[src/rtl/lsu_store_unit_pkg.sv]
// Shared LSU types and helpers: access sizes, store FSM states and the
// store-side truncation that mirrors the load path's zero-extension.
package lsu_store_unit_pkg;

  localparam int unsigned DATA_WIDTH = 64;
  localparam int unsigned STRB_WIDTH = DATA_WIDTH / 8;

  typedef enum logic [1:0] {
    MEM_B,
    MEM_H,
    MEM_W,
    MEM_D
  } mem_size_e;

  typedef enum logic [1:0] {
    IDLE,
    BEAT0,
    BEAT1,
    DONE
  } store_state_e;

  // Keeps the low (1 << size) bytes of a register value and clears the rest.
  function automatic logic [DATA_WIDTH-1:0] trunc_by_size(
    input logic [DATA_WIDTH-1:0] data,
    input mem_size_e             size
  );
    logic [DATA_WIDTH-1:0] result;
    result = '0;
    case (size)
      MEM_B:   result[7:0]  = data[7:0];
      MEM_H:   result[15:0] = data[15:0];
      MEM_W:   result[31:0] = data[31:0];
      default: result       = data;
    endcase
    return result;
  endfunction

endpackage

[src/rtl/store_align.sv]
// Places a truncated store value and its byte enables into a two-word
// (128-bit) window starting at the byte offset within the first word.
module store_align
  import lsu_store_unit_pkg::*;
(
  input  logic [2:0]              addr,
  input  mem_size_e               size,
  input  logic [DATA_WIDTH-1:0]   data,
  output logic [2*DATA_WIDTH-1:0] wide_data,
  output logic [2*STRB_WIDTH-1:0] wide_strb,
  output logic                    split
);

  logic [STRB_WIDTH-1:0] size_strb;

  always_comb begin
    case (size)
      MEM_B:   size_strb = 8'h01;
      MEM_H:   size_strb = 8'h03;
      MEM_W:   size_strb = 8'h0F;
      default: size_strb = 8'hFF;
    endcase
    wide_data = {{DATA_WIDTH{1'b0}}, trunc_by_size(data, size)} << {addr, 3'b000};
    wide_strb = {{STRB_WIDTH{1'b0}}, size_strb} << addr;
    split     = |wide_strb[2*STRB_WIDTH-1:STRB_WIDTH];
  end

endmodule

[src/rtl/lsu_store_unit.sv]
// RV64I store writer: registers one store, issues one or two aligned
// memory write beats with byte strobes, then pulses completion.
module lsu_store_unit #(
  parameter int unsigned DATA_WIDTH       = 64,
  parameter bit          ALLOW_MISALIGNED = 1'b1
) (
  input  logic                    clk,
  input  logic                    rst_n,
  input  logic                    req_valid,
  output logic                    req_ready,
  input  logic [63:0]             req_addr,
  input  logic [DATA_WIDTH-1:0]   req_data,
  input  logic [1:0]              req_size,
  output logic                    mem_valid,
  input  logic                    mem_ready,
  output logic [63:0]             mem_addr,
  output logic [DATA_WIDTH-1:0]   mem_wdata,
  output logic [DATA_WIDTH/8-1:0] mem_wstrb,
  output logic                    done_valid,
  output logic                    done_err
);
  import lsu_store_unit_pkg::*;

  store_state_e          state, state_next;
  logic [63:0]           addr_q;
  logic [DATA_WIDTH-1:0] data_q;
  mem_size_e             size_q;
  logic                  err_q;

  logic [127:0] wide_data;
  logic [15:0]  wide_strb;
  logic         split;
  logic [63:0]  word_addr;
  logic [3:0]   req_end;
  logic         req_split;
  logic         accept;

  store_align u_align (
    .addr      (addr_q[2:0]),
    .size      (size_q),
    .data      (data_q),
    .wide_data (wide_data),
    .wide_strb (wide_strb),
    .split     (split)
  );

  // Rejection is decided at acceptance, before the fields are registered,
  // so the crossing test is repeated here on the raw request.
  assign req_end   = {1'b0, req_addr[2:0]} + (4'd1 << req_size);
  assign req_split = req_end > 4'd8;
  assign accept    = req_valid && (state == IDLE);
  assign word_addr = {addr_q[63:3], 3'b000};

  always_ff @(posedge clk or negedge rst_n) begin
    if (!rst_n) begin
      state  <= IDLE;
      addr_q <= '0;
      data_q <= '0;
      size_q <= MEM_B;
      err_q  <= 1'b0;
    end else begin
      state <= state_next;
      if (accept) begin
        addr_q <= req_addr;
        data_q <= req_data;
        size_q <= mem_size_e'(req_size);
        err_q  <= !ALLOW_MISALIGNED && req_split;
      end
    end
  end

  always_comb begin
    state_next = state;
    req_ready  = 1'b0;
    mem_valid  = 1'b0;
    mem_addr   = '0;
    mem_wdata  = '0;
    mem_wstrb  = '0;
    done_valid = 1'b0;
    done_err   = 1'b0;
    case (state)
      IDLE: begin
        req_ready = 1'b1;
        if (req_valid) state_next = (!ALLOW_MISALIGNED && req_split) ? DONE : BEAT0;
      end
      BEAT0: begin
        mem_valid = 1'b1;
        mem_addr  = word_addr;
        mem_wdata = wide_data[63:0];
        mem_wstrb = wide_strb[7:0];
        if (mem_ready) state_next = split ? BEAT1 : DONE;
      end
      BEAT1: begin
        mem_valid = 1'b1;
        mem_addr  = word_addr + 64'd8;
        mem_wdata = wide_data[127:64];
        mem_wstrb = wide_strb[15:8];
        if (mem_ready) state_next = DONE;
      end
      DONE: begin
        done_valid = 1'b1;
        done_err   = err_q;
        state_next = IDLE;
      end
      default: state_next = IDLE;
    endcase
  end

endmodule

[config.mk]
export PLATFORM = sky130hd
export DESIGN_NAME = lsu_store_unit
export DESIGN_NICKNAME = d
export VERILOG_FILES = /design/src/rtl/lsu_store_unit_pkg.sv /design/src/rtl/store_align.sv /design/src/rtl/lsu_store_unit.sv
export SDC_FILE = /design/constraint.sdc
export NUM_CORES = 1
export LEC_CHECK = 0
export CORE_MARGIN = 1.5
export CORE_UTILIZATION = 50
export CTS_BUF_LIST = sky130_fd_sc_hd__clkbuf_4
export CTS_CLUSTER_DIAMETER = 50
export CTS_CLUSTER_SIZE = 24
export DETAILED_ROUTE_END_ITERATION = 10
export PLACE_DENSITY = 0.83
export SLEW_MARGIN = 20
export SYNTH_ARGS = -nofsm -noshare
export SYNTH_HDL_FRONTEND = slang
export SYNTH_HIERARCHICAL = 1
export SYNTH_SLANG_ARGS = --single-unit
[constraint.sdc]
create_clock -name clk -period 2.65 [get_ports clk]
set_clock_uncertainty 0.1 [all_clocks]
set_input_delay 0.265 -clock clk [delete_from_list [all_inputs] [get_ports clk]]
set_output_delay 0.265 -clock clk [all_outputs]
set_load 0.05 [all_outputs]
==> results.toml, run 1 <==
[run_status]
run_status = "aborted with a tool error"
lastStage = "global routing (5_1_grt)"
run.stop_error = "[ERROR GRT-0232] Routing congestion too high. Check the congestion heatmap in the GUI."

[clock_tree]
tritoncts_num_sinks = 132
cts_root_buffer = "clkbuf_4"
clock_path_buffers = 2
cts-buffers-inserted = 17
ctsHtreeMaxLevel = 4

[synthesis]
netlist.area_leader.share_pct = 29.4
yosys_most_used_dff = "dfrtp_1"
post_syn_instances = 1323
cell_type_contributing_the_most_total_cell_area_after_synthesis = "dfrtp_1"
yosys-top-cells-area = "dfrtp_1 29%, mux2_2 14%, a22oi_1 6.6%"
synth.yosys.warnings = 6
syn_avg_cell_area_um2 = 8.48
ys_seq_elements = 132
synth-seq-area-share_pct = 29.4
synth-edff-count = 0
number_of_distinct_library_cells_after_synthesis = 69
synthArstFlopShare_pct = 100
post_synth_instance_area_um2 = 11200

[grt]
grt_max_degree = 85
grt-ovfl-total = 1729
grt_usage_pct = 98.4

[sta]
endpoint_type = "top-level output"
grt_worst_setup_endpoint = "mem_addr[37]"

[floorplanning]
floorplan.die.width_um = 153
floorplan.die.height_um = 153
top_level_ports = 274
floorplan.initialDensity_pct = 51.2
std_cell_rows = 54

[placement]
globalplace.congestion = 1.04
place_hpwl_um = 36800
buffer_ports.inserted = 269
post_place_worst_slack_ns = -0.0444
-- cell families after synthesis --
logic type	synth area share (%)
and+or+nand+nor	23.2
AOI/OAI and AO/OA	22.6
muxes	16.5
buffers and inverters	6.84
DFF	29.4
xor gates and xnor gates	0.781
adders and majority gates	0.558
other	0.0670
-- metal layers --
layer / overflow / track usage [%]
met1: 18 / 90.2
met2: 1291 / 125
met3: 13 / 76.6
met4: 404 / 110
met5: 3 / 36.6
-- cell usage after synthesis, drive strengths merged, types with 17 or more instances --
cell      n
a21oi    83
nand2b   17
mux2    141
o22ai    26
nand2    72
nand4    35
o21ai    71
nand3    38
mux2i    26
o211ai   18
inv      25
clkbuf   68
nor4     21
buf      64
and2     21
nor2b   101
nor3     41
nor2     82
a22oi    99
dfrtp   132
-- per-stage QoR --
stage	setup TNS (ns)	instances	instance area (um2)	hold slack (ns)
detailed placement	-0.104	1933	16700	0.236
global placement	0	1933	16700	0.225
floorplan	0	1334	11500	-0.131
CTS	-35.89	2031	19400	0.126
-- timing repair --
action / in CTS
setup buffers: 61
gates resized for setup: 389
gates cloned: 6
hold buffers: 1
pin swaps: 119
endpoints found under the setup margin: 134
endpoints found under the hold margin: 45
==> inputs of run 2 (changes only) <==
CORE_UTILIZATION = 35   (was 50)
CTS_BUF_LIST = not set   (was sky130_fd_sc_hd__clkbuf_4)
CTS_CLUSTER_DIAMETER = not set   (was 50)
CTS_CLUSTER_SIZE = not set   (was 24)
PLACE_DENSITY = not set   (was 0.83)
PLACE_DENSITY_LB_ADDON = 0.15   (was not set)
==> run 2 against run 1 <==
The flow now finishes, with violations (setup timing). Synthesized area stayed put. Synthesized cell count stayed put.
==> results.toml, run 2 <==
[placement]
globalplace.congestion = 0.933
place_hpwl_um = 36800
placed_cells_incl_taps = 2066
buffer_ports.inserted = 269
dpl_cell_area_um2 = 16900

[synthesis]
ys_seq_elements = 132
synthTopCellsByCount = "141 x mux2_2, 132 x dfrtp_1, 100 x nor2b_1"
synth.yosys.warnings = 6
post_synth_instance_area_um2 = 11200
yosysMostFrequentCell = "mux2_2"
netlist.area_leader.share_pct = 29.4
syn_avg_cell_area_um2 = 8.48
synth-edff-count = 0
cell_type_contributing_the_most_total_cell_area_after_synthesis = "dfrtp_1"
post_syn_instances = 1323
synthArstFlopShare_pct = 100
yosys_most_used_dff = "dfrtp_1"
synth-seq-area-share_pct = 29.4
yosys-top-cells-area = "dfrtp_1 29%, mux2_2 14%, a22oi_1 6.6%"
number_of_distinct_library_cells_after_synthesis = 69

[layout]
final_core_util_pct = 67.2
multiInputGateArea_um2 = 9780
post_layout_nonfiller_instances = 2191
final_common_cell = "buf_4"
seqCellArea_um2 = 3330
reg_top3 = "addr_q (64), data_q (64)"
final_area_um2 = 21200
fraction_of_final_layout_cells_sized_beyond_drive_strength_1_pct = 57.6
final_cell_mix = "191 x buf_4, 140 x mux2_2, 139 x buf_12, 134 x clkdlybuf4s50_1, 117 x dfrtp_1"
area_delta_synth_final_pct = 88.9
final.fill_count = 2422
finalNetCount = 1914

[routing]
dr.max_layer_used = "met4"
via_per_inst = 6.04
wirelength_met1_um = 23100
drc = 0
postRouteWirelength_um = 53700
route.met3.wl_um = 4410
route.met2.wl_um = 24200
wire_per_inst_um = 24.5
vias = 13200
antenna_left = 0
detailedRoute.firstPassIterationCount = 5
drtIter0Drc = 1351

[worst_setup_path]
worstSetupEndpointType = "primary output"
highest_cell_delay_on_the_worst_timing_path_ns = 0.37
worst_reg2reg_setup_slack_ns = 0.51
rr_worst_depth = 7
startpoint_type = "flip-flop"
timing.critical_path.required_ns = 2.29
worstPathBufferInverterCount = 5
cp_top_family = "simple AND/OR/NAND/NOR gates"
r2r-start = "state[1]"
crit_type = "flip-flop to primary output"
worstReg2RegEnd = "state[1]"
worstPathCellList = "nand4_1 -> buf_4 -> nor4_4 -> buf_12 -> buf_8 -> buf_6 -> nand4_1 -> or3_1 -> o21ai_2 -> buf_12"
timing.critical_path.slowest_stage_cell = "dfrtp_1"
critical_path_arrival_ns = 2.59
critPathMaxFanout = 7
cp-startpoint = "addr_q[21]"

[min_path]
hp-class = "input port to async pin"

[floorplanning]
floorplan.die.height_um = 182
std_cell_rows = 65
floorplan.die.width_um = 182
top_level_ports = 274
core-area_um2 = 31600
die_area_um2 = 33100
floorplan.initialDensity_pct = 35.5

[sta]
setup_viol_count_final = 121
rsz0062_at_grt = "true"
final_critical_path_setup_slack_ns = -0.303
timing_max_transition_violations_final = 0
clock.fmax_mhz = 339
fin_crit_sh_pct = 111
finalHoldViolations = 0
slew-limit-headroom_pct = 61.2
max_slew.worst_pin.slew_ns = 0.580
period_needed_ns = 2.95

[run]
max_cap_violations = 0

[power_and_ir_drop]
power_density_nw_per_um2 = 1540
power.leakage_nw = 8.22
post-layout-total-power_mw = 32.7
max-vdd-ir-drop_mv = 0.924

[clock_tree]
worst_skew_pair.late_latency_ns = 0.46
cts_root_buffer = "clkbuf_16"
tritoncts = "done"
worst_setup_hold_path_clk_slew_ns = 0.07
tritoncts_num_sinks = 132
cts-buffers-inserted = 17
clock_path_buffers = 2
ctsHtreeMaxLevel = 4

[grt]
grt-ovfl-total = 0
via_count_of_the_first_global_routing_pass = 12600
grt_usage_pct = 30.7
grt_max_degree = 85
initial_antenna_violation_count = 1
grt_first_pass_wirelength_um = 77300

[run_status]
run_status = "complete, but fails checks"
violations = "setup timing"
## run 2: cell counts after synthesis
No cell type changed its count.
## run 2: stage by stage
step	hold slack [ns]	setup slack, ns	TNS [ns]
after floorplan	-0.131	0.0261	0
after global placement	0.114	0.0276	0
after detailed placement	0.122	0.0157	0
after CTS	0.204	-0.252	-15.98
after global routing	0.230	-0.390	-27.05
final	0.200	-0.303	-17.90
## run 2: repair_timing
| action | in CTS | in global routing |
|---|---|---|
| endpoints found under the hold margin | 43 | 0 |
| pin swaps | 87 | 123 |
| hold buffers | 1 | 0 |
| gates cloned | 3 | 2 |
| setup buffers | 54 | 42 |
| gates resized for setup | 335 | 306 |
| endpoints found under the setup margin | 119 | 130 |
## run 2: logic make-up (layout without fill, tap and decap cells)
group                      Yosys count  after routing  synth area share (%)
AOI/OAI and AO/OA                  384            384                  22.6
xor gates and xnor gates            10             10                 0.781
adders and majority gates            5              5                 0.558
buffers and inverters              157            611                  6.84
DFF                                132            132                  29.4
muxes                              167            167                  16.5
other                                2             14                0.0670
and+or+nand+nor                    466            466                  23.2
## run 2: power by group
group / switching (mW) / leakage (nW) / internal, mW
Sequential: 1.71 / 1.54 / 3.09
Clock: 1.05 / 0.303 / 1.53
Combinational: 13.7 / 6.38 / 11.6
## run 2: per-layer routing
layer	track usage, %	vias to the layer above
met5	0	-
met4	10.7	0
met3	6.62	152
met2	46.3	729
met1	43.0	6486
li1	-	5856
## run 2: area by class of cell
cell class | instances | area share [%]
clock buffers | 18 | 2.07
well taps | 402 | 2.37
flip-flops and latches | 132 | 15.7
repair buffers | 554 | 32.3
clock inverters | 14 | 0.915
inverters | 25 | 0.508
multi-input cells | 1045 | 46.2
diodes | 1 | 0.0118
## run 2: how the worst max path moves through the flow
| stage | slack [ns] | cells after the start | end |
|---|---|---|---|
| 3_5_place_dp | 0.02 | 9 | mem_addr[59] |
| 3_3_place_gp | 0.03 | 8 | mem_wdata[17] |
| 5_1_grt | -0.39 | 10 | mem_addr[47] |
| 2_1_floorplan | 0.03 | 6 | mem_addr[39] |
| 4_1_cts | -0.25 | 10 | mem_wdata[60] |
| 6_report | -0.30 | 10 | mem_addr[51] |
No activity file was read; power rests on OpenSTA's default activity.
==> inputs of run 3 (changes only) <==
RECOVER_POWER = 100   (was not set)
==> run 3 against run 2 <==
The run still ends with setup timing left. Sequential power is essentially flat. Die area is the same. Sequential cell count is the same. Maximum frequency shrank 0.20%. Critical path depth is the same. Routed wire length grew 0.12%. Via count grew 0.12%. Critical endpoint is now mem_addr[47]. Largest cell class unchanged.
==> results.toml, run 3 (synthesis results as in run 2) <==
[run_status]
run_status = "complete, but fails checks"
violations = "setup timing"

[floorplanning]
top_level_ports = 274
floorplan.die.width_um = 182
die_area_um2 = 33100
core-area_um2 = 31600
std_cell_rows = 65
floorplan.initialDensity_pct = 35.5
floorplan.die.height_um = 182

[clock_tree]
cts-buffers-inserted = 17
worst_setup_hold_path_clk_slew_ns = 0.07
worst_skew_pair.late_latency_ns = 0.46
ctsHtreeMaxLevel = 4
cts_root_buffer = "clkbuf_16"
tritoncts_num_sinks = 132
clock_path_buffers = 2
tritoncts = "done"

[sta]
rsz0062_at_grt = "true"
totalNegativeSetupSlack_ns = -18.15
setup_viol_count_final = 119
clock.fmax_mhz = 338
timing_max_transition_violations_final = 0
fin_crit_sh_pct = 112
final_critical_path_setup_slack_ns = -0.309
period_needed_ns = 2.96
finalHoldViolations = 0
slew-limit-headroom_pct = 9.45
max_slew.worst_pin.slew_ns = 1.36

[worst_setup_path]
startpoint_type = "flip-flop"
critPathMaxFanout = 7
worstSetupEndpointType = "primary output"
timing.critical_path.required_ns = 2.29
critical_path_arrival_ns = 2.59
crit_type = "flip-flop to primary output"

[routing]
vias = 13200
drc = 0
drtIter0Drc = 1372
via_per_inst = 6.04
antenna_left = 0
wire_per_inst_um = 24.5
detailedRoute.firstPassIterationCount = 5
postRouteWirelength_um = 53700

[layout]
reg_top3 = "addr_q (64), data_q (64)"
final_common_cell = "buf_4"
final_core_util_pct = 67.0
fraction_of_final_layout_cells_sized_beyond_drive_strength_1_pct = 57.5
area_delta_synth_final_pct = 88.4
final.fill_count = 2429
final_cell_mix = "189 x buf_4, 140 x mux2_2, 136 x buf_12, 132 x clkdlybuf4s50_1, 117 x dfrtp_1"
finalNetCount = 1914

[power_and_ir_drop]
power_density_nw_per_um2 = 1540
max-vdd-ir-drop_mv = 0.922
power.leakage_nw = 8.20
post-layout-total-power_mw = 32.6

[grt]
grt_first_pass_wirelength_um = 77300
initial_antenna_violation_count = 1
grt_usage_pct = 30.7
grt_max_degree = 85
grt-ovfl-total = 0
via_count_of_the_first_global_routing_pass = 12600

[run]
max_cap_violations = 0

[min_path]
hp-class = "input port to flip-flop"

[placement]
place_hpwl_um = 36800
globalplace.congestion = 0.933
buffer_ports.inserted = 269
run 3: changes by cell type in the layout (fill, tap and decap cells not counted), moves of 2 or more:
cell / delta
dlygate4sd3_1: +2
buf_4: -2
buf_12: -3
clkbuf_4: +3
clkbuf_2: +3
clkdlybuf4s50_1: -2
run 3: worst max-delay path: stages, from the launching register on:
cell and delay [ns]:
dfrtp_1 0.37, nand4_1 0.18, buf_4 0.20, nor4_4 0.22, buf_12 0.20, buf_8 0.14, buf_6 0.10, nand4_1 0.11
or3_1 0.35, o21ai_2 0.10, buf_12 0.16
run 3: final cells by class:
type	count	area (um2)	area share, %
antenna	1	2.50	0.0118
clock buffer	18	439	2.08
clock inverter	14	194	0.918
inverter	25	108	0.509
multi-input combinational	1045	9780	46.3
sequential	132	3330	15.7
tap	402	503	2.38
timing repair buffer	554	6790	32.1
run 3: routing by layer:
metal | track usage [%] | part of all wire [%] | vias up
met5 | 0 | 0 | -
li1 | - | - | 5856
met2 | 46.3 | 45 | 724
met4 | 10.7 | 3.7 | 0
met3 | 6.62 | 8.1 | 156
met1 | 43.0 | 43 | 6503
run 3: stage by stage:
step / instance area [um2] / hold WS [ns] / instances / setup slack, ns
final: 21100 / 0.311 / 2191 / -0.309
after global routing: 21100 / 0.310 / 2190 / -0.390
after CTS: 19500 / 0.204 / 2153 / -0.252
after detailed placement: 16900 / 0.122 / 2066 / 0.0157
after global placement: 16900 / 0.114 / 2066 / 0.0276
after floorplan: 11500 / -0.131 / 1334 / 0.0261
run 3: what timing repair did:
| item | CTS | global route |
|---|---|---|
| pin swaps | 87 | 123 |
| buffers inserted | 54 | 42 |
| hold buffers | 1 | 0 |
| resized for setup | 335 | 306 |
| gates cloned | 3 | 2 |
| endpoints found under the setup margin | 119 | 130 |
| hold endpoints to repair | 43 | 0 |
run 3: worst paths after layout:
path                       slack (ns)    startpoint  cells past startpoint      endpoint
max                             -0.31    addr_q[21]                     10  mem_addr[47]
min in group asynchronous        0.48         rst_n                      2    data_q[37]
max in group asynchronous        0.34         rst_n                      3    addr_q[34]
max reg2reg                      0.20      state[0]                      5     addr_q[0]
min                              0.31  req_addr[23]                      2    addr_q[23]
min reg2reg                      0.43    data_q[10]                      1    data_q[10]
run 3: power breakdown:
part / internal (mW) / switching (mW) / total (mW)
Clock: 1.53 / 1.05 / 2.58
Sequential: 3.09 / 1.71 / 4.80
Combinational: 11.6 / 13.7 / 25.3
==> inputs of run 4 (changes only) <==
CTS_BUF_LIST = sky130_fd_sc_hd__clkbuf_8   (was not set)
HOLD_SLACK_MARGIN = 0.08   (was not set)
SKIP_CTS_REPAIR_TIMING = 1   (was not set)
==> run 4 against run 3 <==
The run still ends with setup timing left. Maximum frequency decreased by 2.8%. Sequential cell count stayed put. Count of clock-buffer cells in the layout did not move. Total power down 3.0%. Combinational power barely moved. Non-clock buffer count decreased by 21. Routed wire length down 2.1%. Largest cell class unchanged. Register-to-register slack got worse by 0.04 ns. Critical path depth shrank 2. Sequential power down 0.8%. Cell count fell by 0.91%. First-iteration DRC count is 11% higher.
==> results.toml, run 4 (synthesis results as in run 2) <==
[floorplanning]
floorplan.initialDensity_pct = 35.5
top_level_ports = 274
floorplan.die.width_um = 182
die_area_um2 = 33100
floorplan.die.height_um = 182
core-area_um2 = 31600
std_cell_rows = 65

[sta]
timing_max_transition_violations_final = 0
max_slew.worst_pin.slew_ns = 1.36
clock.fmax_mhz = 329
final_critical_path_setup_slack_ns = -0.394
fin_crit_sh_pct = 115
period_needed_ns = 3.04
setup_viol_count_final = 115
rsz0062_at_grt = "true"
finalHoldViolations = 0
slew-limit-headroom_pct = 9.48

[power_and_ir_drop]
power.leakage_nw = 7.90
max-vdd-ir-drop_mv = 0.930
post-layout-total-power_mw = 31.7
power_density_nw_per_um2 = 1550

[worst_setup_path]
highest_cell_delay_on_the_worst_timing_path_ns = 0.54
crit_type = "flip-flop to primary output"
timing.critical_path.slowest_stage_cell = "or4b_4"
worstPathBufferInverterCount = 3
startpoint_type = "flip-flop"
critPathMaxFanout = 7
critical_path_arrival_ns = 2.68
worstPathCellList = "nand4_1 -> nor4_4 -> buf_4 -> buf_12 -> nand3_4 -> or4b_4 -> nand3_2 -> buf_12"
timing.critical_path.required_ns = 2.29
cp_top_family = "simple AND/OR/NAND/NOR gates"
worstSetupEndpointType = "primary output"
crit_top_cell = "buf_12"

[layout]
finalNetCount = 1893
reg_top3 = "addr_q (64), data_q (64)"
final_cell_mix = "189 x buf_4, 139 x mux2_2, 136 x buf_12, 132 x clkdlybuf4s50_1, 116 x dfrtp_1"
post_layout_nonfiller_instances = 2171
final_core_util_pct = 64.9
final.fill_count = 2521
final_common_cell = "buf_4"
fraction_of_final_layout_cells_sized_beyond_drive_strength_1_pct = 55.1
area_delta_synth_final_pct = 82.6

[placement]
globalplace.congestion = 0.933
post_place_worst_slack_ns = 0.0157
placed_cells_incl_taps = 2066
buffer_ports.inserted = 269
place_hpwl_um = 36800

[routing]
drtIter0Drc = 1528
detailedRoute.firstPassIterationCount = 5
antenna_left = 0
vias = 13000
drc = 0
postRouteWirelength_um = 52600
via_per_inst = 6.01
wire_per_inst_um = 24.2

[run]
max_cap_violations = 0

[clock_tree]
tritoncts = "done"
worst_skew_pair.late_latency_ns = 0.49
ctsHtreeMaxLevel = 4
cts-buffers-inserted = 17
cts_root_buffer = "clkbuf_8"
clock_path_buffers = 2
tritoncts_num_sinks = 132
worst_setup_hold_path_clk_slew_ns = 0.09

[run_status]
run_status = "complete, but fails checks"
violations = "setup timing"

[min_path]
hp-class = "input port to flip-flop"

[grt]
via_count_of_the_first_global_routing_pass = 11800
grt_usage_pct = 28.6
grt_max_degree = 85
grt_first_pass_wirelength_um = 72200
initial_antenna_violation_count = 2
grt-ovfl-total = 0
run 4: area by class of cell:
cell class | instances | area [um2] | area share, %
Inverter | 25 | 105 | 0.513
Clock buffer | 18 | 248 | 1.21
Sequential cell | 132 | 3330 | 16.2
Timing Repair Buffer | 533 | 6620 | 32.3
Tap cell | 402 | 503 | 2.46
Multi-Input combinational cell | 1045 | 9490 | 46.3
Antenna cell | 2 | 5.00 | 0.0244
Clock inverter | 14 | 194 | 0.947
run 4: report_power, final:
| part | switching (mW) | internal, mW | leakage (nW) |
|---|---|---|---|
| clock network | 0.962 | 0.983 | 0.216 |
| registers | 1.68 | 3.08 | 1.54 |
| logic | 13.5 | 11.4 | 6.14 |
| total | 16.1 | 15.5 | 7.90 |
run 4: worst paths after layout:
path	from	end	slack, ns	cells after the start
max in group asynchronous	rst_n	state[0]	0.40	3
min in group asynchronous	rst_n	data_q[37]	0.42	2
worst min register to register	data_q[10]	data_q[10]	0.44	1
worst max-delay path	addr_q[24]	mem_addr[61]	-0.39	8
worst min-delay path	req_addr[38]	addr_q[38]	0.27	2
worst max register to register	state[0]	data_q[52]	0.16	5
run 4: metrics by stage:
stage          cell area (um2)  hold slack, ns  setup TNS (ns)
6_report                 20500           0.269          -22.20
5_1_grt                  20500           0.246          -33.61
4_1_cts                  17300          -0.432          -43.53
3_5_place_dp             16900           0.122               0
3_3_place_gp             16900           0.114               0
2_1_floorplan            11500          -0.131               0
run 4: worst register-to-register path, stage by stage (launching register included):
cell and delay, ns:
dfrtp_2 0.40, inv_1 0.11, ha_4 0.20, nand2_1 0.09
clkbuf_2 0.98, mux2_2 0.49
run 4: layer usage:
metal | routed length (um) | GRT usage, %
met1 | 23700 | 41.8
met4 | 1220 | 7.44
met2 | 23600 | 42.4
met3 | 4090 | 6.16
met5 | 0 | 0
